===== config.mk =====
export PLATFORM = sky130hd
export DESIGN_NAME = target_tracker
export DESIGN_NICKNAME = d
export VERILOG_FILES = /design/src/rtl/target_tracker_pkg.sv /design/src/rtl/target_match_dist.sv /design/src/rtl/target_tracker.sv
export SDC_FILE = /design/constraint.sdc
export NUM_CORES = 1
export LEC_CHECK = 0
export CORE_ASPECT_RATIO = 0.7
export CORE_MARGIN = 5
export CORE_UTILIZATION = 35
export DETAILED_ROUTE_END_ITERATION = 6
export HOLD_SLACK_MARGIN = 0.15
export PLACE_DENSITY = 0.6
export SYNTH_ARGS = -nofsm -noshare
export SYNTH_HDL_FRONTEND = slang
export SYNTH_SLANG_ARGS = --single-unit

===== constraint.sdc =====
create_clock -name clk_in -period 16.6 [get_ports clk_in]
set_input_delay 1.66 -clock clk_in [delete_from_list [all_inputs] [get_ports clk_in]]
set_output_delay 1.66 -clock clk_in [all_outputs]
set_load 0.02 [all_outputs]

===== src/rtl/target_tracker_pkg.sv =====
// Shared types and width helpers for the multi-target tracker.
package target_tracker_pkg;

  typedef enum logic [2:0] {
    StIdle,
    StLatch,
    StMatch,
    StSpawn,
    StPublish
  } tt_state_e;

  function automatic int unsigned calc_xw(input int unsigned width);
    return $clog2(width);
  endfunction

  function automatic int unsigned calc_yw(input int unsigned height);
    return $clog2(height) + 1;
  endfunction

  // Index width that never collapses to zero bits.
  function automatic int unsigned idx_w(input int unsigned n);
    return (n > 1) ? $clog2(n) : 1;
  endfunction

endpackage


===== src/rtl/target_match_dist.sv =====
// Manhattan distance between a track and a detection, plus the match-window compare.
module target_match_dist #(
  parameter int unsigned XW         = 11,
  parameter int unsigned YW         = 11,
  parameter int unsigned DW         = 12,
  parameter int unsigned MATCH_DIST = 32
) (
  input  logic [XW-1:0] ax_i,
  input  logic [YW-1:0] ay_i,
  input  logic [XW-1:0] bx_i,
  input  logic [YW-1:0] by_i,
  output logic [DW-1:0] dist_o,
  output logic          in_range_o
);

  logic [XW-1:0] adx;
  logic [YW-1:0] ady;

  always_comb begin
    adx        = (ax_i >= bx_i) ? (ax_i - bx_i) : (bx_i - ax_i);
    ady        = (ay_i >= by_i) ? (ay_i - by_i) : (by_i - ay_i);
    dist_o     = DW'(adx) + DW'(ady);
    in_range_o = (dist_o <= DW'(MATCH_DIST));
  end

endmodule


===== src/rtl/target_tracker.sv =====
// Frame-synchronous tracker: matches detections to slots, smooths, holds lost tracks, publishes.
module target_tracker
  import target_tracker_pkg::*;
#(
  parameter int unsigned NUM_TARGETS   = 4,
  parameter int unsigned SCREEN_WIDTH  = 1280,
  parameter int unsigned SCREEN_HEIGHT = 720,
  parameter int unsigned MATCH_DIST    = 32,
  parameter int unsigned MISS_LIMIT    = 2,
  parameter int unsigned ALPHA_SHIFT   = 1
) (
  input  logic                                         clk_in,
  input  logic                                         rst_in,
  input  logic                                         frame_end_in,
  input  logic [NUM_TARGETS*calc_xw(SCREEN_WIDTH)-1:0]  det_x_in,
  input  logic [NUM_TARGETS*calc_yw(SCREEN_HEIGHT)-1:0] det_y_in,
  input  logic [NUM_TARGETS*calc_yw(SCREEN_HEIGHT)-1:0] det_d_in,
  input  logic [NUM_TARGETS-1:0]                        det_valid_in,
  output logic [NUM_TARGETS*calc_xw(SCREEN_WIDTH)-1:0]  x_out,
  output logic [NUM_TARGETS*calc_yw(SCREEN_HEIGHT)-1:0] y_out,
  output logic [NUM_TARGETS*calc_yw(SCREEN_HEIGHT)-1:0] d_out,
  output logic [NUM_TARGETS-1:0]                        valid_out,
  output logic                                         update_done_out,
  output logic                                         busy_out,
  output logic                                         frame_drop_out
);

  localparam int unsigned N  = NUM_TARGETS;
  localparam int unsigned XW = calc_xw(SCREEN_WIDTH);
  localparam int unsigned YW = calc_yw(SCREEN_HEIGHT);
  localparam int unsigned DW = ((XW > YW) ? XW : YW) + 1;
  localparam int unsigned IW = idx_w(N);
  localparam int unsigned MW = idx_w(MISS_LIMIT + 1);

  typedef struct packed {
    logic          active;
    logic [MW-1:0] miss;
    logic [XW-1:0] x;
    logic [YW-1:0] y;
    logic [YW-1:0] d;
  } track_t;

  function automatic logic [XW-1:0] smooth_x(input logic [XW-1:0] v, input logic [XW-1:0] det);
    logic signed [XW:0] diff;
    logic signed [XW:0] sum;
    diff = $signed({1'b0, det}) - $signed({1'b0, v});
    sum  = $signed({1'b0, v}) + (diff >>> ALPHA_SHIFT);
    return sum[XW-1:0];
  endfunction

  function automatic logic [YW-1:0] smooth_y(input logic [YW-1:0] v, input logic [YW-1:0] det);
    logic signed [YW:0] diff;
    logic signed [YW:0] sum;
    diff = $signed({1'b0, det}) - $signed({1'b0, v});
    sum  = $signed({1'b0, v}) + (diff >>> ALPHA_SHIFT);
    return sum[YW-1:0];
  endfunction

  tt_state_e     state_q, state_d;
  track_t        trk_q [N];
  track_t        trk_d [N];
  logic [XW-1:0] dx_q [N];
  logic [YW-1:0] dy_q [N];
  logic [YW-1:0] dd_q [N];
  logic [N-1:0]  dv_q;
  logic [N-1:0]  claimed_q, claimed_d;
  logic          best_valid_q, best_valid_d;
  logic [IW-1:0] best_idx_q, best_idx_d;
  logic [DW-1:0] best_dist_q, best_dist_d;
  logic [IW-1:0] t_idx_q, t_idx_d;
  logic [IW-1:0] d_idx_q, d_idx_d;
  logic          done_q, drop_q;

  logic [DW-1:0] dist_w;
  logic          in_range_w;

  // One distance unit, time-shared across every (track, detection) pair.
  target_match_dist #(
    .XW         (XW),
    .YW         (YW),
    .DW         (DW),
    .MATCH_DIST (MATCH_DIST)
  ) u_dist (
    .ax_i       (trk_q[t_idx_q].x),
    .ay_i       (trk_q[t_idx_q].y),
    .bx_i       (dx_q[d_idx_q]),
    .by_i       (dy_q[d_idx_q]),
    .dist_o     (dist_w),
    .in_range_o (in_range_w)
  );

  logic          cand, take, fin_valid, found;
  logic [IW-1:0] fin_idx, free_idx;

  always_comb begin
    state_d      = state_q;
    trk_d        = trk_q;
    claimed_d    = claimed_q;
    best_valid_d = best_valid_q;
    best_idx_d   = best_idx_q;
    best_dist_d  = best_dist_q;
    t_idx_d      = t_idx_q;
    d_idx_d      = d_idx_q;
    cand         = 1'b0;
    take         = 1'b0;
    fin_valid    = 1'b0;
    fin_idx      = '0;
    found        = 1'b0;
    free_idx     = '0;

    unique case (state_q)
      StIdle: begin
        if (frame_end_in) state_d = StLatch;
      end
      StLatch: begin
        claimed_d    = '0;
        best_valid_d = 1'b0;
        t_idx_d      = '0;
        d_idx_d      = '0;
        state_d      = StMatch;
      end
      StMatch: begin
        cand = trk_q[t_idx_q].active && dv_q[d_idx_q] && !claimed_q[d_idx_q] && in_range_w;
        take = cand && (!best_valid_q || (dist_w < best_dist_q));
        if (take) begin
          best_valid_d = 1'b1;
          best_idx_d   = d_idx_q;
          best_dist_d  = dist_w;
        end
        if (d_idx_q == IW'(N - 1)) begin
          fin_valid    = best_valid_q || take;
          fin_idx      = take ? d_idx_q : best_idx_q;
          best_valid_d = 1'b0;
          d_idx_d      = '0;
          if (trk_q[t_idx_q].active) begin
            if (fin_valid) begin
              claimed_d[fin_idx]  = 1'b1;
              trk_d[t_idx_q].miss = '0;
              trk_d[t_idx_q].x    = smooth_x(trk_q[t_idx_q].x, dx_q[fin_idx]);
              trk_d[t_idx_q].y    = smooth_y(trk_q[t_idx_q].y, dy_q[fin_idx]);
              trk_d[t_idx_q].d    = smooth_y(trk_q[t_idx_q].d, dd_q[fin_idx]);
            end else if (trk_q[t_idx_q].miss >= MW'(MISS_LIMIT)) begin
              trk_d[t_idx_q] = '0;
            end else begin
              trk_d[t_idx_q].miss = trk_q[t_idx_q].miss + 1'b1;
            end
          end
          if (t_idx_q == IW'(N - 1)) begin
            t_idx_d = '0;
            state_d = StSpawn;
          end else begin
            t_idx_d = t_idx_q + 1'b1;
          end
        end else begin
          d_idx_d = d_idx_q + 1'b1;
        end
      end
      StSpawn: begin
        for (int i = 0; i < int'(N); i++) begin
          if (!found && !trk_q[i].active) begin
            found    = 1'b1;
            free_idx = IW'(i);
          end
        end
        // Unclaimed detection with no free slot is dropped without notice.
        if (dv_q[d_idx_q] && !claimed_q[d_idx_q] && found) begin
          trk_d[free_idx].active = 1'b1;
          trk_d[free_idx].miss   = '0;
          trk_d[free_idx].x      = dx_q[d_idx_q];
          trk_d[free_idx].y      = dy_q[d_idx_q];
          trk_d[free_idx].d      = dd_q[d_idx_q];
        end
        if (d_idx_q == IW'(N - 1)) begin
          d_idx_d = '0;
          state_d = StPublish;
        end else begin
          d_idx_d = d_idx_q + 1'b1;
        end
      end
      StPublish: begin
        state_d = StIdle;
      end
      default: begin
        state_d = StIdle;
      end
    endcase
  end

  always_ff @(posedge clk_in or posedge rst_in) begin
    if (rst_in) begin
      state_q      <= StIdle;
      trk_q        <= '{default: '0};
      dx_q         <= '{default: '0};
      dy_q         <= '{default: '0};
      dd_q         <= '{default: '0};
      dv_q         <= '0;
      claimed_q    <= '0;
      best_valid_q <= 1'b0;
      best_idx_q   <= '0;
      best_dist_q  <= '0;
      t_idx_q      <= '0;
      d_idx_q      <= '0;
      x_out        <= '0;
      y_out        <= '0;
      d_out        <= '0;
      valid_out    <= '0;
      done_q       <= 1'b0;
      drop_q       <= 1'b0;
    end else begin
      state_q      <= state_d;
      trk_q        <= trk_d;
      claimed_q    <= claimed_d;
      best_valid_q <= best_valid_d;
      best_idx_q   <= best_idx_d;
      best_dist_q  <= best_dist_d;
      t_idx_q      <= t_idx_d;
      d_idx_q      <= d_idx_d;
      done_q       <= (state_q == StPublish);
      drop_q       <= frame_end_in && (state_q != StIdle);
      if (state_q == StIdle && frame_end_in) begin
        dv_q <= det_valid_in;
        for (int i = 0; i < int'(N); i++) begin
          dx_q[i] <= det_x_in[i*XW +: XW];
          dy_q[i] <= det_y_in[i*YW +: YW];
          dd_q[i] <= det_d_in[i*YW +: YW];
        end
      end
      if (state_q == StPublish) begin
        for (int i = 0; i < int'(N); i++) begin
          x_out[i*XW +: XW] <= trk_q[i].x;
          y_out[i*YW +: YW] <= trk_q[i].y;
          d_out[i*YW +: YW] <= trk_q[i].d;
          valid_out[i]      <= trk_q[i].active;
        end
      end
    end
  end

  assign update_done_out = done_q;
  assign frame_drop_out  = drop_q;
  assign busy_out        = (state_q != StIdle);

endmodule

==> key figures, run 1 <==
Status
  • Status: complete, no violations

Route
  • Vias per inst: 5.68
  • Final wirelength: 88.0 mm
  • WL per Instance: 25.1 um
  • Initial DRC count: 1887
  • Via Count: 19900
  • DR pass1 iterations: 7
  • Post-route ant nets: 0
  • DRC viols: 0

Die
  • Row count: 82
  • Die Area: 77700 um2
  • Chip Width: 331 um
  • Core Region: 71500 um2
  • Die Span Y: 235 um
  • Starting Density: 35.3%
  • Number of I/O pins: 278

Final layout
  • Share of layout cells above drive strength 1: 19.3%
  • Area of the multi-input gates: 13200 um2
  • Fin nets: 2789
  • Reg area: 11100 um2
  • Fill cells: 6704
  • Finished Core Util: 42.7%
  • Area delta synth->final: 20.9%

Synth
  • Unique masters post-synth: 73
  • Top FF cell, synth: dfrtp_1
  • Ys async rst share: 100%
  • Gate Count Post-Synth: 2286
  • Largest family of logic cells by synthesized area: multiplexers
  • Mapped cell area: 25200 um2
  • Synth Register Bits: 444
  • Synth Warn #: 0
  • Most numerous cell in the Yosys netlist: dfrtp_1
  • Multiplexer share of the synthesized area: 19.4%
  • Post-synth EDFFs: 0
  • Area fraction in compound gates after synthesis: 16.1%
  • Post-Synth Adder-Cell Area: 7.42%
  • Syn Nets: 2568
  • Synth top area cells: dfrtp_1, mux2_2, ha_1
  • Post-Synth XOR/XNOR Area: 2.64%
  • Share of the synthesized area in the top cell type: 44.0%
  • Synth area leader: dfrtp_1
  • Register area share after synthesis: 44.0%
  • Avg Cell Area, Syn: 11.0 um2
  • Simple-Gate Fraction of Synth Area: 6.58%
  • Synth cell count leaders: dfrtp_1, mux2_2, nand2_1

Clocking
  • Clock sink total: 444
  • Clk slew on worst S/H paths: 0.07 ns
  • H-tree depth: 2
  • CTS tree: yes
  • CTS root buf: clkbuf_16
  • Cts repair resizes: 0
  • Clock tree buffer depth: 3
  • Hold_buf cts: 0
  • Clock Latency Late Sink: 0.60 ns
  • TritonCTS buffer count: 46
  • Setup Buffers After CTS: 0

Place
  • HPWL after DPL: 65.2 mm
  • GP Congestion: 0.940
  • IO Port Bufs: 277

Worst setup path
  • Number of buffers and inverters on the critical path: 4
  • Delay-heaviest family, CP: compound AO/OA/AOI/OAI gates
  • Instance count on the critical path: 49
  • Crit end category: register
  • Req. time, crit path: 17.12 ns
  • Worst-path fanout max: 40
  • Cells on worst reg2reg path: 49
  • Slowest CP cell: mux4_2
  • Slowest stage delay, CP: 0.73 ns
  • CP arrival: 13.51 ns
  • Startpoint Class: register
  • CP Class: reg2reg
  • Worst path most repeated cell: a21o_1

STA
  • Unrepaired setup endpoints after global routing: false
  • Slew @ Worst Pin: 1.24 ns
  • Final Hold Fails: 0
  • Final Setup Violations: 0
  • Clk_skew: 0.0286 ns
  • Slew Limit Fails: 0
  • Final worst path period share: 78.2%
  • Setup TNS: 0 ns
  • Worst rel slew slack: 17.3%
  • Max Clk Rate: 0.0770 GHz
  • Final min period: 12.99 ns

GRT
  • Number of global-route vias before repair: 20000
  • Total global routing overflow: 0
  • Tot GR Track Use: 22.0%
  • First-pass GRT wire length: 131 mm
  • Largest net degree at the start of global routing: 107
  • Initial antenna violation count: 1

Hold path
  • Worst hold path class: reg2reg
  • Hold Crit Depth: 1

Flow run
  • MaxCap Viol Count: 0
-- state kept, by name, indices dropped and copies added, names as in the netlist, 12 cells and up --
register	count
dy_q	44
trk_q	144
y_out	44
dx_q	44
dd_q	44
x_out	44
best_dist_q	12
d_out	44
-- worst reg2reg max path: cells and delay by family, from the launching register on --
kind	cells	cell delay (ns)
buf+inv	4	1.36
flops	1	0.36
compound gates	29	5.82
simple gates	5	1.57
mux	3	1.66
xor+xnor	3	0.54
fa+ha+maj	5	1.61
-- stage by stage --
| step | area, um2 | worst slack, ns | hold WS [ns] | cells |
|---|---|---|---|---|
| floorplan | 25200 | 2.57 | 0.445 | 2286 |
| global placement | 29000 | 4.26 | 0.466 | 3425 |
| detailed placement | 29000 | 3.81 | 0.472 | 3425 |
| CTS | 30500 | 3.75 | 0.488 | 3506 |
| global route | 30500 | 2.64 | 0.498 | 3506 |
| finish | 30500 | 3.61 | 0.485 | 3507 |
-- cell type report --
| class | instances | area share (%) |
|---|---|---|
| antenna | 1 | 0.00820 |
| clock buffer | 62 | 4.26 |
| clock inverter | 19 | 0.676 |
| inverter | 127 | 1.59 |
| multi-input combinational | 1585 | 43.4 |
| sequential | 444 | 36.4 |
| tap | 966 | 3.96 |
| timing repair buffer | 303 | 9.72 |
-- cells by family after synthesis --
kind of cell,after synthesis
xor+xnor,76
simple gates,369
mux,370
compound gates,627
flops,444
buf+inv,257
fa+ha+maj,143
-- worst paths after layout --
check,from,to,slack (ns)
setup / recovery,t_idx_q[0],trk_q[129],3.61
hold / removal,best_dist_q[10],best_dist_q[10],0.48
setup reg to reg,t_idx_q[0],trk_q[129],3.61
hold reg to reg,best_dist_q[10],best_dist_q[10],0.48
max in group asynchronous,rst_in,trk_q[39],12.72
min in group asynchronous,rst_in,dx_q[18],1.61
-- placed cells by master, fill, tap and decap left out, types with 9 or more instances in the layout --
cell type / n
clkdlybuf4s50_1: 277
mux4_2: 67
a21o_1: 65
inv_1: 126
and2_1: 10
mux2_2: 284
nand2b_1: 15
a22oi_1: 119
buf_4: 26
xor2_1: 22
nor2_1: 81
o21ai_0: 169
o22ai_1: 58
clkbuf_16: 46
xnor2_1: 54
ha_1: 132
mux2i_1: 18
a21oi_1: 96
nor3_1: 15
clkbuf_8: 9
nand3_1: 16
a31oi_1: 9
fa_1: 11
o21bai_1: 33
dfrtp_1: 440
nand2_1: 178
-- metal layers --
layer  vias up  GRT usage, %  wire [um]
li1       8813             -          -
met1     10100          35.6      43400
met2       939          28.8      34100
met3       110          6.69       9030
met4         0          4.01       1450
met5         -             0          0
Power of run 1 is not shown: default switching activity piles up to over one toggle a cycle in this logic, so the estimate is an artifact.
==> run 2, diff against run 1 <==
==> constraint.sdc (replaced) <==
create_clock -name clk_in -period 12 [get_ports clk_in]
set_input_delay 1.2 -clock clk_in [delete_from_list [all_inputs] [get_ports clk_in]]
set_output_delay 1.2 -clock clk_in [all_outputs]
set_load 0.02 [all_outputs]
==> run 2 against run 1 <==
Compared with the run above:
- sequential share of layout area shrank 0.57 points
- sequential cell count is the same
- fmax grew 14%
- die area is the same
- clock skew shrank 0.0035 ns
- global-route usage is essentially flat
- utilization grew 0.70 points
- count of clock-buffer cells in the layout grew 1
- wire length shrank 0.54%
- first-iteration DRC count grew 4.6%
==> key figures, run 2 (synthesis results as in run 1) <==
Status
  • Status: complete, no violations

Flow run
  • MaxCap Viol Count: 0

Worst setup path
  • Slowest CP cell: mux4_2
  • Req. time, crit path: 12.53 ns
  • Cells on worst reg2reg path: 54
  • Slowest stage delay, CP: 0.64 ns
  • Startpoint Class: register
  • Worst-path fanout max: 14
  • Crit end category: register
  • Worst path most repeated cell: a21o_1
  • CP arrival: 11.89 ns
  • CP Class: reg2reg

Route
  • Final wirelength: 87.5 mm
  • Via Count: 20100
  • Post-route ant nets: 0
  • Vias per inst: 5.67
  • Initial DRC count: 1973
  • WL per Instance: 24.6 um
  • DRC viols: 0
  • DR pass1 iterations: 6

Hold path
  • Hold Crit Depth: 1
  • Worst hold path class: reg2reg

Clocking
  • Clock Latency Late Sink: 0.61 ns
  • TritonCTS buffer count: 48
  • CTS root buf: clkbuf_16
  • H-tree depth: 2
  • Clock sink total: 444
  • Clk slew on worst S/H paths: 0.06 ns
  • CTS tree: yes
  • Clock tree buffer depth: 3

Final layout
  • Largest reg by FF count: trk_q
  • Area of the multi-input gates: 13200 um2
  • Most frequent cells in the layout: dfrtp_1, mux2_2, clkdlybuf4s50_1, nand2_1, o21ai_0
  • Share of layout cells above drive strength 1: 20.7%
  • Area delta synth->final: 22.9%
  • Fin nets: 2830
  • Max reg flops: 144
  • Fill cells: 6635
  • Most common cell after layout, fill and taps aside: dfrtp_1
  • Reg area: 11100 um2
  • N_diodes: 0

GRT
  • First-pass GRT wire length: 131 mm
  • Tot GR Track Use: 22.0%
  • Largest net degree at the start of global routing: 165
  • Total global routing overflow: 0
  • Number of global-route vias before repair: 20200
  • Initial antenna violation count: 1

Place
  • IO Port Bufs: 277
  • HPWL after DPL: 65.5 mm
  • GP Congestion: 0.929

STA
  • Slew @ Worst Pin: 1.32 ns
  • Worst rel slew slack: 11.6%
  • Clk_skew: 0.0251 ns
  • Final min period: 11.36 ns
  • Max Clk Rate: 0.0880 GHz
  • Setup TNS: 0 ns
  • Final Setup Violations: 0
  • Final worst path period share: 94.7%
  • Unrepaired setup endpoints after global routing: false
  • Slew Limit Fails: 0
  • Final Hold Fails: 0

Die
  • Row count: 82
  • Die Area: 77700 um2
  • Starting Density: 35.3%
  • Chip Width: 331 um
  • Die Span Y: 235 um
  • Number of I/O pins: 278
  • Core Region: 71500 um2
[run 2: final timing paths]
check / start / endpoint / slack (ns)
max: d_idx_q[0] / trk_q[129] / 0.64
min: best_dist_q[10] / best_dist_q[10] / 0.49
max reg2reg: d_idx_q[0] / trk_q[129] / 0.64
min reg2reg: best_dist_q[10] / best_dist_q[10] / 0.49
max in group asynchronous: rst_in / d_idx_q[0] / 8.69
min in group asynchronous: rst_in / dx_q[7] / 0.99
[run 2: what timing repair did]
action | CTS | global route
endpoints found under the hold margin | 0 | 0
hold buffers | 0 | 0
setup buffers | 0 | 5
endpoints found under the setup margin | 0 | 41
gates resized for setup | 0 | 11
[run 2: routing by layer]
metal | global-route usage (%) | wire (um) | share of wire, %
met4 | 4.81 | 1630 | 1.9
met2 | 29.2 | 34300 | 39
met3 | 6.64 | 8870 | 10
met5 | 0 | 13 | 0.015
met1 | 34.9 | 42700 | 49
[run 2: cell type report]
cell class / count / area share, %
well taps: 966 / 3.90
clock inverters: 23 / 0.851
inverters: 127 / 1.55
flip-flops and latches: 444 / 35.9
multi-input cells: 1585 / 42.7
repair buffers: 342 / 10.7
clock buffers: 63 / 4.41
[run 2: per-stage QoR]
stage	util, %	instances	setup slack (ns)	hold WS (ns)	cell area [um2]
floorplan	-	2286	0.355	0.445	25200
detailed placement	41.0	3459	0.205	0.477	29300
finish	43.4	3550	0.640	0.487	31000
global placement	41.0	3459	0.529	0.470	29300
CTS	43.3	3545	0.183	0.493	31000
global route	43.4	3550	0.0237	0.505	31000
[run 2: critical path, delay by kind of cell (launching register included)]
family,cells,cell delay [ns]
mux,3,1.13
flops,1,0.41
fa+ha+maj,5,1.59
buf+inv,9,1.34
compound gates,29,5.40
simple gates,5,0.80
xor+xnor,3,0.59
Power of run 2 is left out for the same reason.
==> run 3, diff against run 2 <==
--- a/config.mk
+++ b/config.mk
@@ -8,6 +8,7 @@
 export CORE_ASPECT_RATIO = 0.7
 export CORE_MARGIN = 5
 export CORE_UTILIZATION = 35
+export CTS_CLUSTER_SIZE = 8
 export DETAILED_ROUTE_END_ITERATION = 6
 export HOLD_SLACK_MARGIN = 0.15
 export PLACE_DENSITY = 0.6
==> run 3 against run 2 <==
Compared with the run above:
- non-clock buffer count did not move
- count of clock-buffer cells in the layout rose by 8
- critical path depth fell by 3
- sequential share of layout area fell by 0.26 points
- clock skew rose by 0.0091 ns
- largest cell class unchanged
==> key figures, run 3 (synthesis results as in run 1) <==
Place
  • HPWL after DPL: 65.5 mm
  • IO Port Bufs: 277
  • GP Congestion: 0.929

Route
  • Vias per inst: 5.74
  • Post-route ant nets: 0
  • WL per Instance: 24.9 um
  • DR pass1 iterations: 6
  • Initial DRC count: 2309
  • Final wirelength: 88.1 mm
  • DRC viols: 0
  • Via Count: 20300

Worst setup path
  • Number of buffers and inverters on the critical path: 8
  • CP Class: reg2reg
  • Slowest CP cell: mux4_2
  • Slowest stage delay, CP: 0.64 ns
  • Delay-heaviest family, CP: compound AO/OA/AOI/OAI gates
  • Req. time, crit path: 12.53 ns
  • Worst path most repeated cell: a21o_1
  • CP arrival: 11.91 ns
  • Startpoint Class: register
  • Crit end category: register
  • Worst-path fanout max: 14

Final layout
  • Share of layout cells above drive strength 1: 20.6%
  • Area delta synth->final: 23.8%
  • Most common cell after layout, fill and taps aside: dfrtp_1
  • Fin nets: 2848
  • Max reg flops: 144
  • Most frequent cells in the layout: dfrtp_1, mux2_2, clkdlybuf4s50_1, nand2_1, o21ai_0
  • Largest reg by FF count: trk_q
  • N_diodes: 0

Clocking
  • TritonCTS buffer count: 66
  • CTS root buf: clkbuf_16
  • Clk slew on worst S/H paths: 0.05 ns
  • Clock Latency Late Sink: 0.62 ns
  • Clock tree buffer depth: 3
  • CTS tree: yes
  • H-tree depth: 3
  • Clock sink total: 444

GRT
  • Total global routing overflow: 0
  • Tot GR Track Use: 22.2%
  • Number of global-route vias before repair: 20400
  • Initial antenna violation count: 1
  • Largest net degree at the start of global routing: 165
  • First-pass GRT wire length: 132 mm

Hold path
  • Worst hold path class: reg2reg

Die
  • Chip Width: 331 um
  • Die Span Y: 235 um
  • Number of I/O pins: 278
  • Row count: 82
  • Die Area: 77700 um2
  • Starting Density: 35.3%
  • Core Region: 71500 um2

Flow run
  • MaxCap Viol Count: 0

STA
  • Final Hold Fails: 0
  • Final worst path period share: 94.9%
  • Final Setup Violations: 0
  • Slew @ Worst Pin: 1.33 ns
  • Clk_skew: 0.0342 ns
  • Setup TNS: 0 ns
  • Slew Limit Fails: 0
  • Unrepaired setup endpoints after global routing: false
  • Worst rel slew slack: 11.1%
  • Max Clk Rate: 0.0878 GHz
  • Final min period: 11.39 ns

Status
  • Status: complete, no violations
[run 3: cell count changes in the layout (fill, tap and decap cells not counted), sizes merged]
cell	change
clkinv	-9
clkbuf	+8
bufinv	-3
clkinvlp	-2
inv	-1
[run 3: cell type report]
cell class	count	area (um2)
Clock buffer	71	1700
Clock inverter	8	159
Fill cell	6627	40300
Inverter	127	480
Timing Repair Buffer	342	3330
Sequential cell	444	11100
Multi-Input combinational cell	1585	13200
Tap cell	966	1210
[run 3: per-layer routing]
metal,vias to the layer above,track usage [%],share of wire (%)
met3,149,6.64,11
li1,8899,-,-
met2,1035,29.5,39
met4,2,5.60,2.1
met5,-,0,0.015
met1,10200,35.0,48
[run 3: path summary, 6_finish.rpt]
path                                   to      startpoint  cells past startpoint  slack (ns)
min in group asynchronous        dx_q[29]          rst_in                      2        0.98
setup reg to reg                trk_q[57]      d_idx_q[0]                     51        0.61
hold / removal             best_dist_q[6]  best_dist_q[6]                      1        0.49
max in group asynchronous      d_idx_q[0]          rst_in                      4        8.70
setup / recovery                trk_q[57]      d_idx_q[0]                     51        0.61
hold reg to reg            best_dist_q[6]  best_dist_q[6]                      1        0.49
[run 3: through the flow]
step           hold WS (ns)  std cells  util (%)  cell area [um2]  setup slack, ns
4_1_cts               0.490       3538      43.6            31200            0.179
5_1_grt               0.502       3543      43.7            31200          0.00622
3_3_place_gp          0.470       3459      41.0            29300            0.529
2_1_floorplan         0.445       2286         -            25200            0.355
3_5_place_dp          0.477       3459      41.0            29300            0.205
6_report              0.489       3543      43.7            31200            0.611
[run 3: worst register-to-register path, delay by kind of cell (launching register included)]
family	cells	cell delay [ns]
xor+xnor	3	0.68
mux	3	1.29
buf+inv	8	1.24
fa+ha+maj	5	1.51
compound gates	27	5.32
simple gates	5	0.86
flops	1	0.41
[run 3: timing repair]
item / 4_1_cts / 5_1_grt
setup buffers: 0 / 5
resized for setup: 0 / 11
hold buffers: 0 / 0
setup endpoints to repair: 0 / 42
Power of run 3 is left out for the same reason.
